## src/rtl/dtc_pkg.sv

```systemverilog
// ---------------------------------------------------------------------------
// dtc_pkg
// Shared definitions for the dtc_* decision-tree classifier family.
//   DTC_N_CLS    : number of thermometer bits (classes 0..DTC_N_CLS)
//   DTC_IDX_W    : width of a binary class index
//   dtc_therm_t  : thermometer-coded class value
//   dtc_idx_t    : binary class index
//   therm_legal(): 1 when a code has the form 0..01..1 (ones packed from bit 0)
// ---------------------------------------------------------------------------
package dtc_pkg;

    localparam int DTC_N_CLS = 9;
    localparam int DTC_IDX_W = 4;

    typedef logic [DTC_N_CLS-1:0] dtc_therm_t;
    typedef logic [DTC_IDX_W-1:0] dtc_idx_t;

    // A legal code 2^k-1 has no zero below its top one, so adding 1 carries
    // through every one and the AND with the original is empty. The all-ones
    // code wraps to zero, which gives the same answer.
    function automatic logic therm_legal(input dtc_therm_t code);
        return ((code & (code + dtc_therm_t'(1))) == '0);
    endfunction

endpackage

```

## src/rtl/dtc_sat_cnt.sv

```systemverilog
// ---------------------------------------------------------------------------
// dtc_sat_cnt
// Saturating up-counter with a synchronous clear that takes priority over
// increment.
//   clk : clock
//   rst : synchronous active-high reset
//   inc : count one event this cycle (ignored once at all-ones)
//   clr : zero the counter on the next edge, winning over inc
//   cnt : current count
// ---------------------------------------------------------------------------
module dtc_sat_cnt #(
    parameter int W = 16
) (
    input  logic         clk,
    input  logic         rst,
    input  logic         inc,
    input  logic         clr,
    output logic [W-1:0] cnt
);

    logic [W-1:0] r_cnt;

    // NOTE: flop state uses non-blocking assignments so every always_ff
    // samples pre-edge values regardless of evaluation order.
    always_ff @(posedge clk) begin
        if (rst || clr) begin
            r_cnt <= '0;
        end else if (inc && (r_cnt != '1)) begin
            r_cnt <= r_cnt + W'(1);
        end
    end

    assign cnt = r_cnt;

endmodule

```

## src/rtl/dtc_therm_dec.sv

```systemverilog
// ---------------------------------------------------------------------------
// dtc_therm_dec
// Two-stage streaming decoder: thermometer code in, binary class index out,
// with a bubble flag and saturating statistics.
//   clk, rst             : clock, synchronous active-high reset
//   in_valid/in_ready    : input handshake
//   in_code              : thermometer code (ones packed from bit 0)
//   out_valid/out_ready  : output handshake
//   out_idx              : popcount of the code
//   out_err              : code was not of the form 2^k-1
//   err_cnt              : saturating count of delivered results with out_err
//   stat_clr             : synchronous clear of all statistics counters
//   hist_sel, hist_cnt   : registered read of one per-class bin
//                          (only when DTC_THERM_HIST_EN is defined)
// Build option: define DTC_THERM_HIST_EN to add the per-class histogram.
// ---------------------------------------------------------------------------
module dtc_therm_dec
    import dtc_pkg::*;
#(
    parameter int N_CLS = DTC_N_CLS,
    parameter int CNT_W = 16,
    parameter int IDX_W = $clog2(N_CLS + 1)
) (
    input  logic             clk,
    input  logic             rst,
    input  logic             in_valid,
    output logic             in_ready,
    input  logic [N_CLS-1:0] in_code,
    output logic             out_valid,
    input  logic             out_ready,
    output logic [IDX_W-1:0] out_idx,
    output logic             out_err,
    output logic [CNT_W-1:0] err_cnt,
    input  logic             stat_clr
`ifdef DTC_THERM_HIST_EN
    ,
    input  logic [IDX_W-1:0] hist_sel,
    output logic [CNT_W-1:0] hist_cnt
`endif
);

    // Stage 1: raw code
    logic             r_s1_valid;
    logic [N_CLS-1:0] r_s1_code;
    // Stage 2: decoded result
    logic             r_s2_valid;
    logic [IDX_W-1:0] r_s2_idx;
    logic             r_s2_err;

    logic             w_s1_move;
    logic             w_out_fire;
    logic [IDX_W-1:0] w_pop;
    logic             w_legal;

    // S2 can take a new value when it is empty or being drained this cycle;
    // S1 can then pass its value on, so it is free too. out_ready -> in_ready
    // is the only combinational path through the block.
    assign w_s1_move  = !r_s2_valid || out_ready;
    assign in_ready   = !r_s1_valid || w_s1_move;
    assign w_out_fire = r_s2_valid && out_ready;

    // NOTE: every variable written here gets a default before the loop, so
    // no path leaves it unassigned and no latch is inferred.
    always_comb begin
        w_pop = '0;
        for (int i = 0; i < N_CLS; i++) begin
            w_pop = w_pop + IDX_W'(r_s1_code[i]);
        end
    end

    if (N_CLS == DTC_N_CLS) begin : g_legal_pkg
        assign w_legal = therm_legal(r_s1_code);
    end else begin : g_legal_gen
        assign w_legal = ((r_s1_code & (r_s1_code + N_CLS'(1))) == '0);
    end

    // NOTE: the data registers are reset along with the valid bits; there
    // are only a few of them and out_idx/out_err then read 0 after reset.
    always_ff @(posedge clk) begin
        if (rst) begin
            r_s1_valid <= 1'b0;
            r_s1_code  <= '0;
        end else if (in_ready) begin
            r_s1_valid <= in_valid;
            if (in_valid) begin
                r_s1_code <= in_code;
            end
        end
    end

    // S2 only moves when w_s1_move is set, which holds the result stable
    // while the consumer stalls.
    always_ff @(posedge clk) begin
        if (rst) begin
            r_s2_valid <= 1'b0;
            r_s2_idx   <= '0;
            r_s2_err   <= 1'b0;
        end else if (w_s1_move) begin
            r_s2_valid <= r_s1_valid;
            if (r_s1_valid) begin
                r_s2_idx <= w_pop;
                r_s2_err <= !w_legal;
            end
        end
    end

    assign out_valid = r_s2_valid;
    assign out_idx   = r_s2_idx;
    assign out_err   = r_s2_err;

    dtc_sat_cnt #(.W(CNT_W)) u_err_cnt (
        .clk (clk),
        .rst (rst),
        .inc (w_out_fire && r_s2_err),
        .clr (stat_clr),
        .cnt (err_cnt)
    );

`ifdef DTC_THERM_HIST_EN
    localparam logic [IDX_W-1:0] MAX_IDX = IDX_W'(N_CLS);

    logic [CNT_W-1:0] w_bin [N_CLS+1];
    logic [CNT_W-1:0] r_hist_cnt;

    for (genvar k = 0; k <= N_CLS; k++) begin : g_bin
        dtc_sat_cnt #(.W(CNT_W)) u_bin (
            .clk (clk),
            .rst (rst),
            .inc (w_out_fire && (r_s2_idx == IDX_W'(k))),
            .clr (stat_clr),
            .cnt (w_bin[k])
        );
    end

    // Out-of-range selects read as zero rather than indexing past the bins.
    always_ff @(posedge clk) begin
        if (rst) begin
            r_hist_cnt <= '0;
        end else if (hist_sel > MAX_IDX) begin
            r_hist_cnt <= '0;
        end else begin
            r_hist_cnt <= w_bin[hist_sel];
        end
    end

    assign hist_cnt = r_hist_cnt;
`endif

endmodule

```

## config.mk

```make
export PLATFORM = sky130hd
export DESIGN_NAME = dtc_therm_dec
export DESIGN_NICKNAME = d
export VERILOG_FILES = /design/src/rtl/dtc_pkg.sv /design/src/rtl/dtc_sat_cnt.sv /design/src/rtl/dtc_therm_dec.sv
export SDC_FILE = /design/constraint.sdc
export NUM_CORES = 1
export LEC_CHECK = 0
export ABC_AREA = 1
export BUFFER_PORTS_ARGS = -buffer_cell sky130_fd_sc_hd__buf_2
export CAP_MARGIN = 10
export CORE_UTILIZATION = 58
export DETAILED_ROUTE_END_ITERATION = 10
export PLACE_DENSITY = 0.87
export SKIP_LAST_GASP = 1
export SYNTH_ARGS = -nofsm -noshare
export SYNTH_HDL_FRONTEND = slang
export SYNTH_SLANG_ARGS = --single-unit
```

## constraint.sdc

```tcl
create_clock -name clk -period 5.65 [get_ports clk]
set_clock_uncertainty 0.2 [all_clocks]
set_input_delay 0.2825 -clock clk [delete_from_list [all_inputs] [get_ports clk]]
set_output_delay 0.2825 -clock clk [all_outputs]
set_load 0.1 [all_outputs]
```

== Yosys cells after proc, flatten, opt, wreduce, memory -nomap -nowiden ==
Index checks and enable logic that the tools add are counted.

* Output and inout port bits: 23
* Register bits: 32
* Bits of input ports: 14
* Logic and storage cells: 30

* Add/sub/neg operators: 10
* Equal/unequal tests: 1
* Reductions and logical operators: 12
* Bitwise logic cells: 1

{| class="wikitable"
|+ Operator list
! cell !! number
|-
| $add A4 B1 Y4 || 5
|-
| $add A16 B1 Y16 const B || 1
|-
| $ne A16 B16 Y1 const B || 1
|-
| $add A9 B1 Y9 const B || 1
|-
| $and A9 B9 Y9 || 1
|-
| $logic_not A9 Y1 || 1
|-
| $add A3 B1 Y4 || 1
|-
| $reduce_and A2 Y1 || 2
|-
| $add A2 B1 Y3 || 1
|-
| $logic_and A1 B1 Y1 || 3
|-
| $logic_not A1 Y1 || 3
|-
| $logic_or A1 B1 Y1 || 3
|-
| $add A1 B1 Y2 || 1
|}

== Longest topological paths before layout ==
Gate-level depths: netlist of the first run.

* Depth in word-level cells: 8
* Gate-level depth with buffers: 10
* Gate-level depth less buffers: 10

== Cells and area by module ==
Synthesis of the first run repeated with hierarchy kept, for this count alone.

* Cells, all modules: 259
* Area, all modules: 1801.7 um2

{| class="wikitable"
|+ By module, submodules not included
! module !! instances !! seq. area each (um2) !! area each (um2) !! cells an instance
|-
| dtc_sat_cnt || 1 || 320.3 || 950.9 || 149
|-
| dtc_therm_dec || 1 || 320.3 || 850.8 || 110
|}

== Worst setup path after synthesis of the first run ==
No wires, ideal clock.

* Path kind: flip-flop to flip-flop
* Start: reg r_s2_valid, in the netlist out_valid
* End: reg r_s1_valid
* Path buffers: 1
* Stages on the path, launching flop included: 5
* Data arrival time: 2.929 ns
* Clock period less this slack: 3.289 ns
* Setup time: 0.160 ns
* Setup slack: 2.361 ns
* Cell sequence: dfxtp_1 -> nand3_1 -> nand2_1 -> clkbuf_1 -> a21oi_1

* Cells in the longest elaborated chain, start to end: 3

{| class="wikitable"
|+ Ends and longest elaborated chain
! element !! line !! source
|-
| start: declaration || dtc_therm_dec.sv:46 || <nowiki>logic r_s2_valid;</nowiki>
|-
| start signal: assignment || dtc_therm_dec.sv:99 || <nowiki>r_s2_valid <= r_s1_valid;</nowiki>
|-
| $logic_not A1 Y1 || dtc_therm_dec.sv:58 || <nowiki>assign w_s1_move = !r_s2_valid || out_ready;</nowiki>
|-
| $logic_or A1 B1 Y1 || dtc_therm_dec.sv:58 ||
|-
| $logic_or A1 B1 Y1 || dtc_therm_dec.sv:59 || <nowiki>assign in_ready = !r_s1_valid || w_s1_move;</nowiki>
|-
| named net in_ready || dtc_therm_dec.sv:27 || <nowiki>output logic in_ready,</nowiki>
|-
| end signal: assignment || dtc_therm_dec.sv:84 || <nowiki>r_s1_valid <= in_valid;</nowiki>
|-
| end: declaration || dtc_therm_dec.sv:43 || <nowiki>logic r_s1_valid;</nowiki>
|}

The timed path passes the listed nets, and every way through them passes these cells.
A chain may end at the register's enable or synchronous reset.

== Worst setup path in the final report of the first run ==
* Start: reg r_s1_code[0]
* End: reg r_s2_idx[2], in the netlist out_idx[2]

* Cells in the longest elaborated chain, start to end: 8

{| class="wikitable"
|+ Ends and longest elaborated chain
! element !! line !! source
|-
| start: declaration || dtc_therm_dec.sv:44 || <nowiki>logic [N_CLS-1:0] r_s1_code;</nowiki>
|-
| start signal: assignment || dtc_therm_dec.sv:86 || <nowiki>r_s1_code <= in_code;</nowiki>
|-
| $add A1 B1 Y2 || dtc_therm_dec.sv:67 || <nowiki>w_pop = w_pop + IDX_W'(r_s1_code[i]);</nowiki>
|-
| $add A2 B1 Y3 || dtc_therm_dec.sv:67 ||
|-
| $add A3 B1 Y4 || dtc_therm_dec.sv:67 ||
|-
| $add A4 B1 Y4 (5 in a row) || dtc_therm_dec.sv:67 ||
|-
| end signal: assignment || dtc_therm_dec.sv:101 || <nowiki>r_s2_idx <= w_pop;</nowiki>
|-
| end: declaration || dtc_therm_dec.sv:47 || <nowiki>logic [IDX_W-1:0] r_s2_idx;</nowiki>
|}

No other way between the ends.

==> flow_metrics.env, run 1 <==
export IMPL_ys_seq_area_share_pct=35.7
export IMPL_violations="design-rule violations"
export IMPL_synth_top_area_cell="dfxtp_1"
export IMPL_cp_arrival_ns=3.27
export IMPL_grt_pass1_vias=1517
export IMPL_syn_area_um2=1790
export IMPL_multi_input_area_um2=1000
export IMPL_avgSynthCellArea_um2=7.41
export IMPL_startpoint_type="flop"
export IMPL_synth_nets=266
export IMPL_fp_dieW_um=57.6
export IMPL_syn_inst=242
export IMPL_period_needed_ns=3.27
export IMPL_worst_pin_slew_ns=0.685
export IMPL_finalSetupViolCount=0
export IMPL_critPathCaptureType="flop"
export IMPL_maxCapViolations=0
export IMPL_yosys_area_top_type_share_pct=35.7
export IMPL_wl_per_cell_um=12.1
export IMPL_clock_sinks=32
export IMPL_worstPathMaxFanout=4
export IMPL_slew_headroom_pct=54.3
export IMPL_fp_dieH_um=57.6
export IMPL_async_flop_share_pct=0
export IMPL_fp_dieArea_um2=3320
export IMPL_powerDensity_nw_per_um2=231
export IMPL_dp_slack_ns=2.41
export IMPL_place_gp_congestion=0.874
export IMPL_ioPinCount=37
export IMPL_area_growth_pct=14.2
export IMPL_hold_ws_ns=0.0206
export IMPL_core_area_um2=2850
export IMPL_fillers=241
export IMPL_seq_area_um2=641
export IMPL_postRouteAntennaNets=0
export IMPL_synth_distinct_cells=24
export IMPL_cts_buffers=5
export IMPL_drc=1
export IMPL_dr_pass1_iters=7
export IMPL_hpwl_um=2830
export IMPL_worstSetupPathType="reg2reg"
export IMPL_layout_drive_gt1_share_pct=22.3
export IMPL_via_per_inst=5.27
export IMPL_vias=1649
export IMPL_clockBufferDepth=2
export IMPL_hold_violations=0
export IMPL_vdd_drop_max_v=0.000154
export IMPL_worst_slack_ns=2.38
export IMPL_yosys_top_cells_count="54 x nand2_1, 32 x dfxtp_1, 31 x inv_1"
export IMPL_worstHoldPathType="in2reg"
export IMPL_fmax_ghz=0.306
export IMPL_synth_edf_count=0
export IMPL_diodes=0
export IMPL_track_usage_pct=26.2
export IMPL_maxSlewViolCount=0
export IMPL_cts_root_buf="clkbuf_4"
export IMPL_fin_crit_sh_pct=57.9
export IMPL_required_ns=5.65
export IMPL_setup_tns_ns=0
export IMPL_clkLatencyLatePin_ns=0.34
export IMPL_clk_pin_slew_ns=0.10
export IMPL_antenna_found_initial=0
export IMPL_synthFlopType="dfxtp_1"
export IMPL_cts_tree="built"
export IMPL_port_buffers=36
export IMPL_yosys_warnings=0
export IMPL_htree_levels=2
export IMPL_start_util_pct=62.9
export IMPL_utilization_pct=71.8
export IMPL_first_iter_violations=99
export IMPL_status="finished with violations"
export IMPL_nets=305
export IMPL_num_rows=19
export IMPL_power_leakage_nw=0.875
export IMPL_overflow=0
export IMPL_yosysMostFrequentCell="nand2_1"
export IMPL_synth_seq_cells=32
export IMPL_netlist_top_cells_area="dfxtp_1 36%, nand2_1 11%, inv_1 6.5%, a21oi_1 5.6%, fa_1 5.6%"
export IMPL_grt_start_max_net_pins=20
export IMPL_grt_pass1_wl_um=6630
export IMPL_routed_wl_um=3780
export IMPL_rsz0062_at_grt="false"
-- power by group --
group	internal, mW	switching, mW
clock network	0.0613	0.0766
logic	0.0281	0.0667
registers	0.234	0.00552
total	0.324	0.149
-- logic make-up after synthesis --
logic type | synth area share (%)
compound gates | 17.8
xor+xnor | 3.42
fa+ha+maj | 9.07
buf+inv | 8.58
flops | 35.7
simple gates | 25.5
-- layout make-up --
cell class	count	area share, %
multi-input combinational	173	48.8
sequential	32	31.3
timing repair buffer	37	9.29
inverter	32	5.86
clock buffer	8	2.87
tap	31	1.89
-- per-stage QoR --
stage | instance area [µm²] | cells | total power [mW]
detailed placement | 1980 | 304 | 0.339
global route | 2050 | 313 | 0.495
CTS | 2050 | 313 | 0.472
finish | 2050 | 313 | 0.473
global placement | 1980 | 304 | 0.334
floorplan | 1790 | 242 | 0.318
-- placed cells by master (no fill, tap or decap), types with 2 or more instances in the layout --
| master | synthesis | final |
|---|---|---|
| a21oi_1 | 20 | 20 |
| a21oi_2 | 10 | 10 |
| buf_2 | 0 | 36 |
| clkbuf_1 | 3 | 2 |
| clkbuf_4 | 0 | 5 |
| dfxtp_1 | 32 | 32 |
| fa_1 | 5 | 5 |
| ha_1 | 5 | 5 |
| inv_1 | 31 | 31 |
| nand2_1 | 54 | 54 |
| nand2_2 | 5 | 5 |
| nand3_1 | 7 | 7 |
| nand4_1 | 7 | 7 |
| nor2_1 | 24 | 24 |
| nor2_2 | 2 | 2 |
| nor3_1 | 2 | 2 |
| o21ai_0 | 20 | 20 |
| xnor2_1 | 2 | 2 |
| xor2_1 | 5 | 5 |
-- state kept, by name (all words and copies together) (netlist names) --
register,count
u_err_cnt.cnt,16
r_s1_code,9
out_idx,4
out_err,1
out_valid,1
r_s1_valid,1
-- worst paths after layout --
kind	startpoint	to	slack (ns)	cells after the start
min reg2reg	r_s1_valid$_SDFFE_PP0N_	out_valid$_SDFFE_PP0P_	0.28	2
min	out_ready	out_valid$_SDFFE_PP0P_	0.02	4
max	r_s1_code[0]$_SDFFE_PP0P_	out_idx[2]$_SDFFE_PP0P_	2.38	8
max reg2reg	r_s1_code[0]$_SDFFE_PP0P_	out_idx[2]$_SDFFE_PP0P_	2.38	8
-- worst max-delay path: stages, from the launching register on --
cell and delay, ns:
dfxtp_1 0.34, inv_1 0.10, fa_1 0.56, fa_1 0.42
fa_1 0.46, fa_1 0.41, fa_1 0.39, xor2_1 0.16
a21oi_1 0.08
-- routing by layer --
metal,vias to the layer above,track usage (%),routed length (µm)
li1,854,-,-
met1,737,35.5,1850
met2,51,40.2,1650
met3,7,6.25,244
met4,0,10.8,44
met5,-,0,0
-- repair_timing --
item / CTS / global route
hold buffers: 1 / 0
hold endpoints to repair: 2 / 0
setup buffers: 0 / 0
gates resized for setup: 0 / 0
Power figures use the tool's default switching activity.
==> run 2: changes to the inputs <==
--- a/config.mk
+++ b/config.mk
@@ -5,12 +5,12 @@
 export SDC_FILE = /design/constraint.sdc
 export NUM_CORES = 1
 export LEC_CHECK = 0
-export ABC_AREA = 1
+export ABC_AREA = 0
 export BUFFER_PORTS_ARGS = -buffer_cell sky130_fd_sc_hd__buf_2
 export CAP_MARGIN = 10
-export CORE_UTILIZATION = 58
+export CORE_UTILIZATION = 48
 export DETAILED_ROUTE_END_ITERATION = 10
-export PLACE_DENSITY = 0.87
+export PLACE_DENSITY = 0.77
 export SKIP_LAST_GASP = 1
 export SYNTH_ARGS = -nofsm -noshare
 export SYNTH_HDL_FRONTEND = slang
==> constraint.sdc (replaced) <==
create_clock -name clk -period 2.8 [get_ports clk]
set_clock_uncertainty 0.2 [all_clocks]
set_input_delay 0.14 -clock clk [delete_from_list [all_inputs] [get_ports clk]]
set_output_delay 0.14 -clock clk [all_outputs]
set_load 0.1 [all_outputs]
==> run 2 against run 1 <==
Compared with the run above:
- the flow finishes with violations (negative setup slack)
- cell area increased by 17%
- total power increased by 100%
- worst hold slack improved by 0.26 ns
- non-clock buffer count increased by 38
- die area increased by 17%
- cell count increased by 4.5%
- register-to-register slack got worse by 2.8 ns
- synthesized cell count decreased by 15%
- maximum frequency increased by 2.1%
==> flow_metrics.env, run 2 <==
export IMPL_status="finished with violations"
export IMPL_violations="negative setup slack"
export IMPL_syn_inst=205
export IMPL_fin_crit_sh_pct=114
export IMPL_layout_common_cells="36 x buf_2, 31 x dlygate4sd3_1, 30 x dfxtp_1, 22 x a21oi_1, 20 x nand2_1"
export IMPL_yosys_top_cells_count="32 x dfxtp_1, 22 x a21oi_1, 20 x nand2_1"
export IMPL_fmax_ghz=0.312
export IMPL_grt_start_max_net_pins=19
export IMPL_synth_distinct_cells=45
export IMPL_stdcell_count=327
export IMPL_avgSynthCellArea_um2=8.52
export IMPL_utilization_pct=69.9
export IMPL_synth_top_area_cell="dfxtp_1"
export IMPL_yosysMostFrequentCell="dfxtp_1"
export IMPL_maxCapViolations=0
export IMPL_start_util_pct=51.1
export IMPL_endpoint="out_idx[2]$_SDFFE_PP0P_"
export IMPL_htree_levels=2
export IMPL_fp_dieW_um=62.3
export IMPL_wl_per_cell_um=14.2
export IMPL_worst_slack_ns=-0.402
export IMPL_core_area_um2=3420
export IMPL_worstHoldPathType="reg2reg"
export IMPL_powerDensity_nw_per_um2=403
export IMPL_worstSetupPathType="reg2reg"
export IMPL_fp_dieH_um=62.3
export IMPL_num_rows=21
export IMPL_synth_nets=229
export IMPL_cts_tree="built"
export IMPL_rsz0062_at_grt="true"
export IMPL_drc=0
export IMPL_period_needed_ns=3.20
export IMPL_vdd_drop_max_v=0.000411
export IMPL_synth_edf_count=0
export IMPL_fp_dieArea_um2=3880
export IMPL_clkLatencyLatePin_ns=0.35
export IMPL_worst_pin_slew_ns=0.606
export IMPL_hpwl_um=2850
export IMPL_cp_num_buf_inv=1
export IMPL_place_gp_congestion=0.859
export IMPL_cp_common_cell="fa_1"
export IMPL_first_iter_violations=159
export IMPL_yosys_area_top_type_share_pct=36.7
export IMPL_via_per_inst=5.52
export IMPL_cp_arrival_ns=3.24
export IMPL_finalSetupViolCount=4
export IMPL_synth_seq_cells=32
export IMPL_grt_pass1_wl_um=7870
export IMPL_async_flop_share_pct=0
export IMPL_required_ns=2.84
export IMPL_syn_area_um2=1750
export IMPL_area_growth_pct=36.7
export IMPL_dp_cells=287
export IMPL_dr_pass1_iters=4
export IMPL_synthFlopType="dfxtp_1"
export IMPL_slew_headroom_pct=59.2
export IMPL_r2r_end="out_idx[2]$_SDFFE_PP0P_"
export IMPL_critPathTopFamily="adder cells"
export IMPL_crit_cells=9
export IMPL_worstSetupStartpoint="r_s1_code[0]$_SDFFE_PP0P_"
export IMPL_cts_root_buf="clkbuf_4"
export IMPL_port_buffers=36
export IMPL_maxSlewViolCount=0
export IMPL_ioPinCount=37
export IMPL_nets=304
export IMPL_grt_pass1_vias=1698
export IMPL_largest_register_ffs=16
export IMPL_postRouteAntennaNets=0
export IMPL_overflow=0
export IMPL_reg2reg_depth=9
export IMPL_diodes=0
export IMPL_fillers=277
export IMPL_startpoint_type="flop"
export IMPL_layout_drive_gt1_share_pct=22.8
export IMPL_routed_wl_um=4650
export IMPL_hold_violations=0
export IMPL_worstHoldStart="out_idx[3]$_SDFFE_PP0P_"
export IMPL_worst_path_max_delay_cell="fa_1"
export IMPL_clk_pin_slew_ns=0.10
export IMPL_netlist_top_cells_area="dfxtp_1 37%, a21oi_1 6.3%, fa_1 5.7%, nand2_1 4.3%, inv_1 3.9%"
export IMPL_path_cells="inv_2 -> fa_1 -> fa_1 -> fa_1 -> fa_2 -> fa_2 -> xnor2_1 -> mux2i_1 -> nor2_1"
export IMPL_vias=1804
export IMPL_cts_buffers=5
export IMPL_track_usage_pct=26.3
export IMPL_yosys_warnings=0
export IMPL_clockBufferDepth=2
export IMPL_critPathCaptureType="flop"
export IMPL_worstPathMaxFanout=2
export IMPL_r2r_slack_ns=-0.40
export IMPL_ys_seq_area_share_pct=36.7
export IMPL_clock_sinks=32
export IMPL_max_stage_delay_ns=0.54
export IMPL_final_common_cell="buf_2"
export IMPL_r2r_start="r_s1_code[0]$_SDFFE_PP0P_"
export IMPL_antenna_found_initial=0
export IMPL_power_leakage_nw=0.972
run 2: area by class of cell:
cell class	count	area (µm²)	share of cell area (%)
inverter	18	67.6	2.83
tap	46	57.6	2.41
timing repair buffer	75	551	23.1
clock buffer	8	58.8	2.46
sequential	32	643	26.9
multi-input combinational	148	1010	42.3
run 2: metal layers:
layer	up-vias	GRT usage (%)	share of wire (%)
met5	-	0	0
met4	0	11.3	1.8
met3	10	6.25	3.5
met2	49	47.9	54
met1	858	28.8	41
li1	887	-	-
run 2: cell families after synthesis:
logic type	share of synthesized area (%)
and+or+nand+nor	27.5
buffers and inverters	5.80
xor gates and xnor gates	0.502
DFF	36.7
adders and majority gates	9.31
muxes	2.36
AOI/OAI and AO/OA	17.8
run 2: per-stage QoR:
step | cell area [µm²] | hold slack [ns] | power (mW) | setup TNS (ns) | setup slack (ns)
floorplan | 1750 | 0.0875 | 0.598 | -0.557 | -0.334
global placement | 2010 | 0.194 | 0.633 | -0.575 | -0.345
detailed placement | 2010 | 0.200 | 0.640 | -0.731 | -0.408
CTS | 2390 | 0.271 | 0.961 | -0.828 | -0.407
global route | 2390 | 0.299 | 1.01 | -1.26 | -0.533
finish | 2390 | 0.278 | 0.962 | -0.823 | -0.402
run 2: how the worst min path moves through the flow:
| stage | to | cells past startpoint |
|---|---|---|
| after CTS | out_valid$_SDFFE_PP0P_ | 2 |
| after detailed placement | r_s1_code[8]$_SDFFE_PP0P_ | 3 |
| after floorplan | r_s1_code[2]$_SDFFE_PP0P_ | 2 |
| after global routing | out_valid$_SDFFE_PP0P_ | 2 |
| final | out_idx[3]$_SDFFE_PP0P_ | 2 |
| after global placement | r_s1_code[8]$_SDFFE_PP0P_ | 3 |
run 2: power by group:
| group | internal, mW | leakage, nW | total (mW) | switching [mW] |
|---|---|---|---|---|
| Sequential | 0.469 | 0.261 | 0.479 | 0.0108 |
| Combinational | 0.0819 | 0.678 | 0.191 | 0.109 |
| Clock | 0.124 | 0.0326 | 0.292 | 0.168 |
run 2: worst register-to-register path: cells and delay by family (launching register included):
kind          cells  cell delay [ns]
xor+xnor          1             0.13
fa+ha+maj         5             2.20
simple gates      1             0.05
flops             1             0.35
buf+inv           1             0.05
mux               1             0.13
run 2: what timing repair did:
item,CTS,global route
hold buffers,31,0
hold endpoints to repair,18,0
endpoints found under the setup margin,3,4
gates resized for setup,1,0
pin swaps,2,2
buffers inserted,1,0
